<file path="src/rtl/kz_pkg.sv">
// Shared definitions for the K_Z kernel datapath and its scheduler.
package kz_pkg;

    localparam int DEF_DATA_WIDTH = 16;
    localparam int DEF_ADDR_W     = 8;
    localparam int DEF_KZ_LATENCY = 20;

    typedef enum logic [1:0] {
        IDLE,
        ISSUE,
        DRAIN,
        DONE
    } kz_state_t;

endpackage

</file>
<file path="src/rtl/kz_sched_if.sv">
// Bundle of host control, point-memory, K_Z and result signals around kz_sched.
interface kz_sched_if #(
    parameter int DATA_WIDTH = kz_pkg::DEF_DATA_WIDTH,
    parameter int ADDR_W     = kz_pkg::DEF_ADDR_W,
    parameter int SUM_W      = 48
);

    logic                  start;
    logic [ADDR_W:0]       num_points;
    logic [DATA_WIDTH-1:0] query_x, query_y, query_z;
    logic                  busy;
    logic                  done;
    logic                  mem_rd_en;
    logic [ADDR_W-1:0]     mem_addr;
    logic [DATA_WIDTH-1:0] mem_x, mem_y, mem_z;
    logic [DATA_WIDTH-1:0] kz_int_x, kz_int_y, kz_int_z;
    logic [DATA_WIDTH-1:0] kz_norm_x, kz_norm_y, kz_norm_z;
    logic [31:0]           kz_out;
    logic                  k_valid;
    logic [ADDR_W-1:0]     k_index;
    logic [31:0]           k_data;
    logic [SUM_W-1:0]      k_sum;

    modport slave (
        input  start, num_points, query_x, query_y, query_z,
        input  mem_x, mem_y, mem_z, kz_out,
        output busy, done, mem_rd_en, mem_addr,
        output kz_int_x, kz_int_y, kz_int_z,
        output kz_norm_x, kz_norm_y, kz_norm_z,
        output k_valid, k_index, k_data, k_sum
    );

    modport master (
        output start, num_points, query_x, query_y, query_z,
        output mem_x, mem_y, mem_z, kz_out,
        input  busy, done, mem_rd_en, mem_addr,
        input  kz_int_x, kz_int_y, kz_int_z,
        input  kz_norm_x, kz_norm_y, kz_norm_z,
        input  k_valid, k_index, k_data, k_sum
    );

endinterface

</file>
<file path="src/rtl/kz_valid_pipe.sv">
// Fixed-depth shift register tracking {valid, index} alongside the K_Z pipeline.
module kz_valid_pipe #(
    parameter int DEPTH = 22,
    parameter int IDX_W = 8
) (
    input  logic             clk,
    input  logic             rst_n,
    input  logic             in_valid,
    input  logic [IDX_W-1:0] in_index,
    output logic             pending,
    output logic             pre_valid,
    output logic             out_valid,
    output logic [IDX_W-1:0] out_index
);

    logic [DEPTH-1:0] vld;
    logic [IDX_W-1:0] idx [DEPTH];

    // Index stages only move with a valid token so the last index stays visible after a run.
    always_ff @(posedge clk) begin
        if (!rst_n) begin
            vld <= '0;
            for (int j = 0; j < DEPTH; j++) begin
                idx[j] <= '0;
            end
        end else begin
            vld <= {vld[DEPTH-2:0], in_valid};
            if (in_valid) begin
                idx[0] <= in_index;
            end
            for (int j = 1; j < DEPTH; j++) begin
                if (vld[j-1]) begin
                    idx[j] <= idx[j-1];
                end
            end
        end
    end

    assign pending   = |vld[DEPTH-2:0];
    assign pre_valid = vld[DEPTH-2];
    assign out_valid = vld[DEPTH-1];
    assign out_index = idx[DEPTH-1];

endmodule

</file>
<file path="src/rtl/kz_sched.sv">
// Streams stored points through K_Z for one query, tagging and summing each kernel result.
module kz_sched
    import kz_pkg::*;
#(
    parameter int DATA_WIDTH = DEF_DATA_WIDTH,
    parameter int ADDR_W     = DEF_ADDR_W,
    parameter int N_MAX      = 2 ** DEF_ADDR_W,
    parameter int KZ_LATENCY = DEF_KZ_LATENCY,
    parameter int SUM_W      = 48
) (
    input  logic      clk,
    input  logic      rst_n,
    kz_sched_if.slave bus
);

    localparam int              DEPTH  = KZ_LATENCY + 2;
    localparam logic [ADDR_W:0] NP_MAX = (ADDR_W + 1)'(N_MAX);

    kz_state_t             state, next_state;
    logic [ADDR_W-1:0]     cnt;
    logic [ADDR_W:0]       np_lat;
    logic [ADDR_W:0]       last_idx;
    logic                  accept;
    logic                  pending, pre_valid, out_valid;
    logic [ADDR_W-1:0]     out_index;
    logic [DATA_WIDTH-1:0] int_x, int_y, int_z;
    logic [DATA_WIDTH-1:0] norm_x, norm_y, norm_z;
    logic [31:0]           data_r;
    logic [SUM_W-1:0]      sum_r;

    assign accept   = (state == IDLE) && bus.start;
    assign last_idx = np_lat - (ADDR_W + 1)'(1);

    always_ff @(posedge clk) begin
        if (!rst_n) begin
            state <= IDLE;
        end else begin
            state <= next_state;
        end
    end

    always_comb begin
        next_state = state;
        case (state)
            IDLE:    if (bus.start) next_state = (bus.num_points == '0) ? DONE : ISSUE;
            ISSUE:   if ({1'b0, cnt} == last_idx) next_state = DRAIN;
            DRAIN:   if (!pending && out_valid) next_state = DONE;
            DONE:    next_state = IDLE;
            default: next_state = IDLE;
        endcase
    end

    // Out-of-range counts are clamped so a bad request cannot run past the memory.
    always_ff @(posedge clk) begin
        if (!rst_n) begin
            cnt    <= '0;
            np_lat <= '0;
            int_x  <= '0;
            int_y  <= '0;
            int_z  <= '0;
            norm_x <= '0;
            norm_y <= '0;
            norm_z <= '0;
            data_r <= '0;
            sum_r  <= '0;
        end else begin
            if (bus.mem_rd_en) begin
                int_x <= bus.mem_x;
                int_y <= bus.mem_y;
                int_z <= bus.mem_z;
            end
            if (pre_valid) begin
                data_r <= bus.kz_out;
                sum_r  <= sum_r + {{(SUM_W - 32){bus.kz_out[31]}}, bus.kz_out};
            end
            if (accept) begin
                cnt    <= '0;
                np_lat <= (bus.num_points > NP_MAX) ? NP_MAX : bus.num_points;
                norm_x <= bus.query_x;
                norm_y <= bus.query_y;
                norm_z <= bus.query_z;
                sum_r  <= '0;
            end else if (state == ISSUE) begin
                cnt <= cnt + ADDR_W'(1);
            end
        end
    end

    kz_valid_pipe #(
        .DEPTH (DEPTH),
        .IDX_W (ADDR_W)
    ) u_pipe (
        .clk       (clk),
        .rst_n     (rst_n),
        .in_valid  (bus.mem_rd_en),
        .in_index  (cnt),
        .pending   (pending),
        .pre_valid (pre_valid),
        .out_valid (out_valid),
        .out_index (out_index)
    );

    assign bus.busy      = (state != IDLE);
    assign bus.done      = (state == DONE);
    assign bus.mem_rd_en = (state == ISSUE);
    assign bus.mem_addr  = cnt;
    assign bus.kz_int_x  = int_x;
    assign bus.kz_int_y  = int_y;
    assign bus.kz_int_z  = int_z;
    assign bus.kz_norm_x = norm_x;
    assign bus.kz_norm_y = norm_y;
    assign bus.kz_norm_z = norm_z;
    assign bus.k_valid   = out_valid;
    assign bus.k_index   = out_index;
    assign bus.k_data    = data_r;
    assign bus.k_sum     = sum_r;

endmodule

</file>
<file path="src/flat_wrapper.sv">
// flat-port wrapper written by rule: the top's interface ports become plain ports
module kz_sched_flat import kz_pkg::*;
#(
    parameter int DATA_WIDTH = DEF_DATA_WIDTH,
    parameter int ADDR_W     = DEF_ADDR_W,
    parameter int N_MAX      = 2 ** DEF_ADDR_W,
    parameter int KZ_LATENCY = DEF_KZ_LATENCY,
    parameter int SUM_W      = 48
)
  (clk, rst_n, bus_start, bus_num_points, bus_query_x, bus_query_y, bus_query_z, bus_mem_x, bus_mem_y, bus_mem_z, bus_kz_out, bus_busy, bus_done, bus_mem_rd_en, bus_mem_addr, bus_kz_int_x, bus_kz_int_y, bus_kz_int_z, bus_kz_norm_x, bus_kz_norm_y, bus_kz_norm_z, bus_k_valid, bus_k_index, bus_k_data, bus_k_sum);
  kz_sched_if #(.DATA_WIDTH(DATA_WIDTH), .ADDR_W(ADDR_W), .SUM_W(SUM_W)) bus_i ();
  input  logic clk;
  input  logic rst_n;
  input wire logic [$bits(bus_i.start)-1:0] bus_start;
  input wire logic [$bits(bus_i.num_points)-1:0] bus_num_points;
  input wire logic [$bits(bus_i.query_x)-1:0] bus_query_x;
  input wire logic [$bits(bus_i.query_y)-1:0] bus_query_y;
  input wire logic [$bits(bus_i.query_z)-1:0] bus_query_z;
  input wire logic [$bits(bus_i.mem_x)-1:0] bus_mem_x;
  input wire logic [$bits(bus_i.mem_y)-1:0] bus_mem_y;
  input wire logic [$bits(bus_i.mem_z)-1:0] bus_mem_z;
  input wire logic [$bits(bus_i.kz_out)-1:0] bus_kz_out;
  output wire logic [$bits(bus_i.busy)-1:0] bus_busy;
  output wire logic [$bits(bus_i.done)-1:0] bus_done;
  output wire logic [$bits(bus_i.mem_rd_en)-1:0] bus_mem_rd_en;
  output wire logic [$bits(bus_i.mem_addr)-1:0] bus_mem_addr;
  output wire logic [$bits(bus_i.kz_int_x)-1:0] bus_kz_int_x;
  output wire logic [$bits(bus_i.kz_int_y)-1:0] bus_kz_int_y;
  output wire logic [$bits(bus_i.kz_int_z)-1:0] bus_kz_int_z;
  output wire logic [$bits(bus_i.kz_norm_x)-1:0] bus_kz_norm_x;
  output wire logic [$bits(bus_i.kz_norm_y)-1:0] bus_kz_norm_y;
  output wire logic [$bits(bus_i.kz_norm_z)-1:0] bus_kz_norm_z;
  output wire logic [$bits(bus_i.k_valid)-1:0] bus_k_valid;
  output wire logic [$bits(bus_i.k_index)-1:0] bus_k_index;
  output wire logic [$bits(bus_i.k_data)-1:0] bus_k_data;
  output wire logic [$bits(bus_i.k_sum)-1:0] bus_k_sum;
  assign bus_i.start = bus_start;
  assign bus_i.num_points = bus_num_points;
  assign bus_i.query_x = bus_query_x;
  assign bus_i.query_y = bus_query_y;
  assign bus_i.query_z = bus_query_z;
  assign bus_i.mem_x = bus_mem_x;
  assign bus_i.mem_y = bus_mem_y;
  assign bus_i.mem_z = bus_mem_z;
  assign bus_i.kz_out = bus_kz_out;
  assign bus_busy = bus_i.busy;
  assign bus_done = bus_i.done;
  assign bus_mem_rd_en = bus_i.mem_rd_en;
  assign bus_mem_addr = bus_i.mem_addr;
  assign bus_kz_int_x = bus_i.kz_int_x;
  assign bus_kz_int_y = bus_i.kz_int_y;
  assign bus_kz_int_z = bus_i.kz_int_z;
  assign bus_kz_norm_x = bus_i.kz_norm_x;
  assign bus_kz_norm_y = bus_i.kz_norm_y;
  assign bus_kz_norm_z = bus_i.kz_norm_z;
  assign bus_k_valid = bus_i.k_valid;
  assign bus_k_index = bus_i.k_index;
  assign bus_k_data = bus_i.k_data;
  assign bus_k_sum = bus_i.k_sum;
  kz_sched #(.DATA_WIDTH(DATA_WIDTH), .ADDR_W(ADDR_W), .N_MAX(N_MAX), .KZ_LATENCY(KZ_LATENCY), .SUM_W(SUM_W)) u_core (.clk(clk), .rst_n(rst_n), .bus(bus_i));
endmodule
</file>
<file path="config.mk">
export PLATFORM = sky130hd
export DESIGN_NAME = kz_sched_flat
export DESIGN_NICKNAME = d
export VERILOG_FILES = /design/src/rtl/kz_pkg.sv /design/src/rtl/kz_sched_if.sv /design/src/rtl/kz_valid_pipe.sv /design/src/rtl/kz_sched.sv /design/src/flat_wrapper.sv
export SDC_FILE = /design/constraint.sdc
export NUM_CORES = 1
export LEC_CHECK = 0
export CELL_PAD_IN_SITES_DETAIL_PLACEMENT = 1
export CELL_PAD_IN_SITES_GLOBAL_PLACEMENT = 1
export CORE_ASPECT_RATIO = 0.5
export CORE_MARGIN = 3
export CORE_UTILIZATION = 37
export CTS_CLUSTER_DIAMETER = 60
export DETAILED_ROUTE_END_ITERATION = 6
export PLACE_DENSITY = 0.72
export SLEW_MARGIN = 10
export SYNTH_ARGS = -nofsm -noshare
export SYNTH_HDL_FRONTEND = slang
export SYNTH_SLANG_ARGS = --single-unit
</file>
<file path="constraint.sdc">
create_clock -name clk -period 2.94 [get_ports clk]
set_input_delay 0.441 -clock clk [delete_from_list [all_inputs] [get_ports clk]]
set_output_delay 0.441 -clock clk [all_outputs]
set_load 0.02 [all_outputs]
</file>
==> results.cfg, run 1 <==
[sta]
relSlewSlack = 0.4752
setup-violations-final = 0
slew_viol_final = 0
min_period_ns = 2.802
fmax_ghz = 0.3569
min_period_over_period = 0.9530
whs_ns = 0.2221
tightest_slew_ns = 0.7871
fin_worst_skew_ns = 0.01715
finalHoldViolCount = 0
layout_setup_ws_ns = 0.1382

[power_and_ir_drop]
power_density_mw_per_mm2 = 607.7
vdd_drop_max_mv = 0.3371
power.total_mw = 14.47
power.leakage_nw = 9.661

[final_layout]
fin_area_mm2 = 0.02382
fillerInstances = 4840
drive_gt1_frac = 0.1369
area.growth.synth_to_final_pct = 36.70
num_antenna_cells = 0
fin_nets = 2159

[drt]
wl_per_cell_um = 19.38
first_iter_violations = 622
drc = 0
drt_pass1_iterations = 4
via_per_inst = 4.977
wl_um = 50780
ant_nets = 0
vias = 13044

[die]
ios = 336
start_util = 0.3802
row_count = 55
dieArea_mm2 = 0.04989
die_w_um = 312.9
die_h_um = 159.4
core_area_mm2 = 0.04583

[cts]
clockBufferDepth = 3
htreeDepth = 2
clock-root-buffer = clkbuf_16
path_clk_slew_ns = 0.06
cts_buffers = 40
worst_skew_pair.late_latency_ns = 0.56
cts_sinks = 393
cts_tree = built

[yosys]
synth_edf_count = 176
synth_cell_type_count = 86
syn_avg_cell_area_um2 = 11.40
synth_most_common_cell = dfxtp_1
synthCells = 1529
syn_nets = 1724
ys_ff_latch = 393
synth.area.top_cells = edfxtp_1, dfxtp_1, mux2i_1
synth_commonest_cells = dfxtp_1, edfxtp_1, and3_1
yosysSeqAreaShare = 0.5527
synth_top_area_frac = 0.3033
synth_warnings = 0
synth_top_flop_cell = dfxtp_1
netlist_area_mm2 = 0.01742
ys_async_sr_fraction = 0
synth_top_area_cell = edfxtp_1

[grt]
grt_start_max_net_pins = 117
antenna_found_initial = 0
grt_usage = 0.2005
grt_pass1_vias = 13862
grt_pass1_wl_um = 79780
gr-total-overflow = 0

[critical_path]
path_cells = clkdlybuf4s50_1 > ha_2 > inv_1 > fa_2 > nor2b_2 > o2111ai_2 > a21oi_2 > o211ai_2 > a31oi_4 > a21oi_2 > o311ai_4 > a21oi_1 > or3b_1
r2r_slack_ns = 0.18
critPathMaxFanout = 2
r2r_start = u_core.bus.k_sum[0]$_SDFFE_PP0P_
cp-start-kind = input pin
crit_required_ns = 3.37
cp_slowest_cell = clkdlybuf4s50_1
reg2reg_depth = 12
crit_top_cell = a21oi_2
r2r_end = u_core.bus.k_sum[44]$_SDFFE_PP0P_
max_stage_delay_ns = 0.49
crit_arrival_ns = 3.24
crit_type = input pin to register
cp-end-kind = register

[worst_hold_path]
min_to = u_core.state[1]$_SDFFE_PN0P_
hp-class = input pin to register
min-delay-start = rst_n
worstHoldPathCells = 2

[placement]
io_buffers = 335
place_area_mm2 = 0.02234
dp_hpwl_um = 37530
gp_congestion = 0.8797
pre_cts_slack_ns = -0.5530

[run]
cap_violations = 0

[run_status]
status = finished, final reports clean
flip-flops by register name, summed over array words and instances (netlist names):
signal and cells:
u_core.u_pipe.vld 22, u_core.bus.kz_int_y 16, u_core.bus.kz_int_x 16, u_core.bus.k_sum 48, u_core.bus.k_data 32, u_core.bus.kz_norm_y 16
u_core.bus.kz_norm_z 16, u_core.np_lat 9, u_core.bus.kz_norm_x 16, u_core.state 2, u_core.bus.kz_int_z 16, u_core.bus.mem_addr 8
u_core.u_pipe.idx 176
logic make-up (layout without fill, tap and decap cells):
family | Yosys count | count (layout) | share of synthesized area
simple gates | 526 | 526 | 0.1759
flops | 393 | 393 | 0.5527
compound gates | 262 | 262 | 0.1093
buf+inv | 129 | 594 | 0.03188
mux | 110 | 110 | 0.06320
fa+ha+maj | 55 | 55 | 0.03993
xor+xnor | 54 | 54 | 0.02715
power breakdown:
part	switching [mW]	total (mW)	internal [mW]
sequential	0.234	6.37	6.13
clock	2.25	5.38	3.13
combinational	1.47	2.72	1.25
total	3.96	14.5	10.5
layout make-up:
| type | count | area (µm²) | share of cell area |
|---|---|---|---|
| well taps | 627 | 784.5 | 0.03294 |
| clock inverters | 15 | 229.0 | 0.009613 |
| inverters | 21 | 78.83 | 0.003310 |
| multi-input cells | 1007 | 7322 | 0.3074 |
| repair buffers | 501 | 4613 | 0.1937 |
| flip-flops and latches | 393 | 9634 | 0.4045 |
| clock buffers | 57 | 1156 | 0.04854 |
metrics by stage:
step                      cells  TNS (ns)    util
after floorplan            1529         0       -
final                      2621         0  0.5197
after detailed placement   2546    -9.303  0.4874
after global routing       2621  -0.07055  0.5197
after CTS                  2619         0  0.5180
after global placement     2546    -7.546  0.4874
repair_timing:
item / CTS / global route
endpoints found under the setup margin: 2 / 12
pin swaps: 2 / 5
gates resized for setup: 2 / 14
setup buffers: 1 / 2
hold buffers: 0 / 0
critical path: cells and delay by family:
kind,cells,cell delay (ns)
adders and majority gates,2,0.53
and+or+nand+nor,2,0.53
buffers and inverters,2,0.54
AOI/OAI and AO/OA,7,1.19
per-layer routing:
| layer | up-vias | GRT usage | wire, µm |
|---|---|---|---|
| met5 | - | 0 | 0 |
| met2 | 148 | 0.3545 | 25630 |
| met3 | 74 | 0.03525 | 1728 |
| li1 | 6411 | - | - |
| met4 | 0 | 0.05060 | 1177 |
| met1 | 6411 | 0.2539 | 22250 |
worst max path at each step:
stage	slack [ns]	from	cells past startpoint	end
4_1_cts	0.02	u_core.bus.k_sum[0]$_SDFFE_PP0P_	12	u_core.bus.k_sum[44]$_SDFFE_PP0P_
3_3_place_gp	-0.49	bus_kz_out[0]	13	u_core.bus.k_sum[44]$_SDFFE_PP0P_
5_1_grt	-0.03	bus_kz_out[0]	13	u_core.bus.k_sum[44]$_SDFFE_PP0P_
2_1_floorplan	0.06	u_core.bus.k_sum[0]$_SDFFE_PP0P_	12	u_core.bus.k_sum[44]$_SDFFE_PP0P_
3_5_place_dp	-0.55	bus_kz_out[0]	13	u_core.bus.k_sum[44]$_SDFFE_PP0P_
6_report	0.14	bus_kz_out[0]	13	u_core.bus.k_sum[44]$_SDFFE_PP0P_
placed cells by master, fill, tap and decap left out, types with 33 or more instances in the layout:
cell type	instances
nand2_1	45
ha_1	51
and2_1	58
clkdlybuf4s50_1	334
clkbuf_16	41
a21oi_1	60
xnor2_1	33
o21ai_0	39
nor2_1	68
and3_1	151
nor2b_1	84
dfxtp_1	215
buf_4	165
a22o_1	55
mux2i_1	110
edfxtp_1	176
Power figures use the tool's default switching activity.
==> run 2, diff against run 1 <==
--- a/config.mk
+++ b/config.mk
@@ -5,14 +5,16 @@
 export SDC_FILE = /design/constraint.sdc
 export NUM_CORES = 1
 export LEC_CHECK = 0
+export ABC_AREA = 1
 export CELL_PAD_IN_SITES_DETAIL_PLACEMENT = 1
 export CELL_PAD_IN_SITES_GLOBAL_PLACEMENT = 1
 export CORE_ASPECT_RATIO = 0.5
 export CORE_MARGIN = 3
-export CORE_UTILIZATION = 37
+export CORE_UTILIZATION = 40
 export CTS_CLUSTER_DIAMETER = 60
 export DETAILED_ROUTE_END_ITERATION = 6
-export PLACE_DENSITY = 0.72
+export DONT_BUFFER_PORTS = 1
+export PLACE_DENSITY = 0.68
 export SLEW_MARGIN = 10
 export SYNTH_ARGS = -nofsm -noshare
 export SYNTH_HDL_FRONTEND = slang
==> run 2 against run 1 <==
  * First-iteration DRC count grew 42%
  * Global-route usage grew 3.2 points
  * Via count grew 15%
  * Sequential power grew 7.5%
  * Worst hold slack lost 0.21 ns
  * Power shrank 6.8%
  * Non-clock buffer count shrank 369
  * Critical path type is now register to register
  * Critical endpoint is now u_core.bus.k_sum[34]$_SDFFE_PP0P_
  * Largest cell class unchanged
==> results.cfg, run 2 <==
[yosys]
synth_edf_count = 176
synth_commonest_cells = nand2_1, inv_1, nor2_1
synthCells = 2276
synth_most_common_cell = nand2_1
syn_nets = 2471
synth.area.top_cells = edfxtp_1, dfxtp_1, nand2_1
synth_top_area_cell = edfxtp_1
synth_top_flop_cell = dfxtp_1
ys_async_sr_fraction = 0
syn_avg_cell_area_um2 = 8.075
synth_cell_type_count = 44
ys_ff_latch = 393
synth_top_area_frac = 0.2876
synth_warnings = 0
yosysSeqAreaShare = 0.5239
netlist_area_mm2 = 0.01838

[grt]
grt_pass1_vias = 15410
antenna_found_initial = 3
gr-total-overflow = 0
grt_start_max_net_pins = 153
grt_pass1_wl_um = 88150
grt_usage = 0.2324

[critical_path]
path_buf_inv = 3
crit_required_ns = 3.41
cp-start-kind = register
r2r_end = u_core.bus.k_sum[34]$_SDFFE_PP0P_
crit_arrival_ns = 2.98
path_cells = ha_1 > inv_1 > fa_1 > inv_1 > nand3_1 > nand2_1 > nand2_1 > nand2_2 > nand2_1 > nand2_2 > nand2_1 > nand2_2 > nand2_1 > nand3_1 > nand3_1 > nand2_1 > inv_1
critical-path-top-delay-family = simple AND/OR/NAND/NOR gates
max_stage_delay_ns = 0.48
cp-startpoint = u_core.bus.k_sum[0]$_SDFFE_PP0P_
crit_type = register to register
cp_slowest_cell = dfxtp_1
cp-end-kind = register
critPathMaxFanout = 4
r2r_slack_ns = 0.42
r2r_start = u_core.bus.k_sum[0]$_SDFFE_PP0P_
reg2reg_depth = 17
crit_top_cell = nand2_1

[sta]
setup-violations-final = 0
min_period_ns = 2.516
rsz0062_at_grt = false
whs_ns = 0.01359
relSlewSlack = 0.4259
tightest_slew_ns = 0.8602
min_period_over_period = 0.8556
finalHoldViolCount = 0
slew_viol_final = 0
fmax_ghz = 0.3975
tns_ns = 0
fin_worst_skew_ns = 0.02982

[final_layout]
fillerInstances = 5366
drive_gt1_frac = 0.06725
largest_register = u_core.u_pipe.idx
layout_commonest_cell = nand2_1
largest_reg_flops = 176
layout_common_cells = nand2_1, inv_1, nor2_1
fin_cells = 2999
area.growth.synth_to_final_pct = 16.09
fin_nets = 2574

[cts]
hold_buffers = 102
post_cts_buffers = 0
clockBufferDepth = 3
htreeDepth = 2
worst_skew_pair.late_latency_ns = 0.57
cts.repair.resized = 0
clock-root-buffer = clkbuf_16
cts_sinks = 393
cts_buffers = 38
cts_tree = built
path_clk_slew_ns = 0.08

[drt]
first_iter_violations = 883
wl_um = 57960
drt_pass1_iterations = 5
drc = 0
wl_per_cell_um = 19.33
vias = 15028
routed.top_layer = met5
wl_met1_um = 25080
wl_met3_um = 2986
ant_nets = 0
via_per_inst = 5.011
wl_met2_um = 28220

[run]
cap_violations = 0

[power_and_ir_drop]
power_density_mw_per_mm2 = 632.0
vdd_drop_max_mv = 0.3691
power.total_mw = 13.49
power.leakage_nw = 10.37

[worst_hold_path]
min-delay-start = bus_query_x[6]
min_to = u_core.bus.kz_norm_x[6]$_SDFFE_PN0P_
hp-class = input pin to register
worstHoldPathCells = 1

[die]
row_count = 54
ios = 336
start_util = 0.4134
die_h_um = 157.6
die_w_um = 309.1
core_area_mm2 = 0.04446
dieArea_mm2 = 0.04871

[placement]
placedCellCount = 2824
gp_congestion = 0.8556
io_buffers = 0
dp_hpwl_um = 41850

[run_status]
status = finished, final reports clean
[run 2: per-stage QoR]
| stage | worst slack, ns | cell area [µm²] | utilization |
|---|---|---|---|
| floorplan | 0.8296 | 18380 | - |
| global route | 0.2154 | 21330 | 0.4798 |
| finish | 0.4245 | 21340 | 0.4799 |
| detailed placement | 0.4584 | 19030 | 0.4280 |
| CTS | 0.4324 | 21320 | 0.4796 |
| global placement | 0.4791 | 19030 | 0.4280 |
[run 2: how the worst max path moves through the flow]
stage | endpoint | slack, ns | cells past startpoint
after floorplan | u_core.bus.k_sum[34]$_SDFFE_PP0P_ | 0.83 | 17
after global placement | u_core.bus.k_sum[34]$_SDFFE_PP0P_ | 0.48 | 17
after detailed placement | u_core.bus.k_sum[34]$_SDFFE_PP0P_ | 0.46 | 17
after CTS | u_core.bus.k_sum[34]$_SDFFE_PP0P_ | 0.43 | 17
after global routing | u_core.bus.k_sum[34]$_SDFFE_PP0P_ | 0.22 | 17
final | u_core.bus.k_sum[34]$_SDFFE_PP0P_ | 0.42 | 17
[run 2: cell type report]
cell class                 count  area, µm²  share of cell area
sequential                   393       9630              0.4514
timing repair buffer         132       1261             0.05911
clock buffer                  56       1140             0.05342
multi-input combinational   1392       6844              0.3208
antenna                        2      5.005           0.0002346
tap                          588      735.7             0.03448
inverter                     422       1587             0.07436
clock inverter                14      132.6            0.006216
[run 2: logic make-up after synthesis]
kind of cell,after synthesis,synth area share
AND/OR/NAND/NOR,1109,0.2521
AO/OA/AOI/OAI,202,0.06937
adder cells (fa/ha/maj),55,0.03785
flip-flops,393,0.5239
buffers and inverters,491,0.1044
XOR/XNOR,26,0.01239
[run 2: where the power goes]
part / switching [mW] / internal [mW] / leakage, nW
sequential: 0.681 / 6.17 / 3.58
combinational: 1.05 / 0.531 / 6.16
clock: 2.31 / 2.74 / 0.627
total: 4.05 / 9.44 / 10.4
[run 2: metal layers]
layer | GRT usage | vias up
met5 | 0 | -
met4 | 0.07159 | 4
met3 | 0.04733 | 115
met2 | 0.3990 | 331
met1 | 0.2978 | 7243
li1 | - | 7335
[run 2: worst reg2reg max path: stages, from the launching register on]
cell,delay (ns)
dfxtp_1,0.48
ha_1,0.23
inv_1,0.07
fa_1,0.40
inv_1,0.07
nand3_1,0.06
nand2_1,0.22
nand2_1,0.10
nand2_2,0.11
nand2_1,0.07
nand2_2,0.11
nand2_1,0.08
nand2_2,0.07
nand2_1,0.07
nand3_1,0.07
nand3_1,0.08
nand2_1,0.08
inv_1,0.03
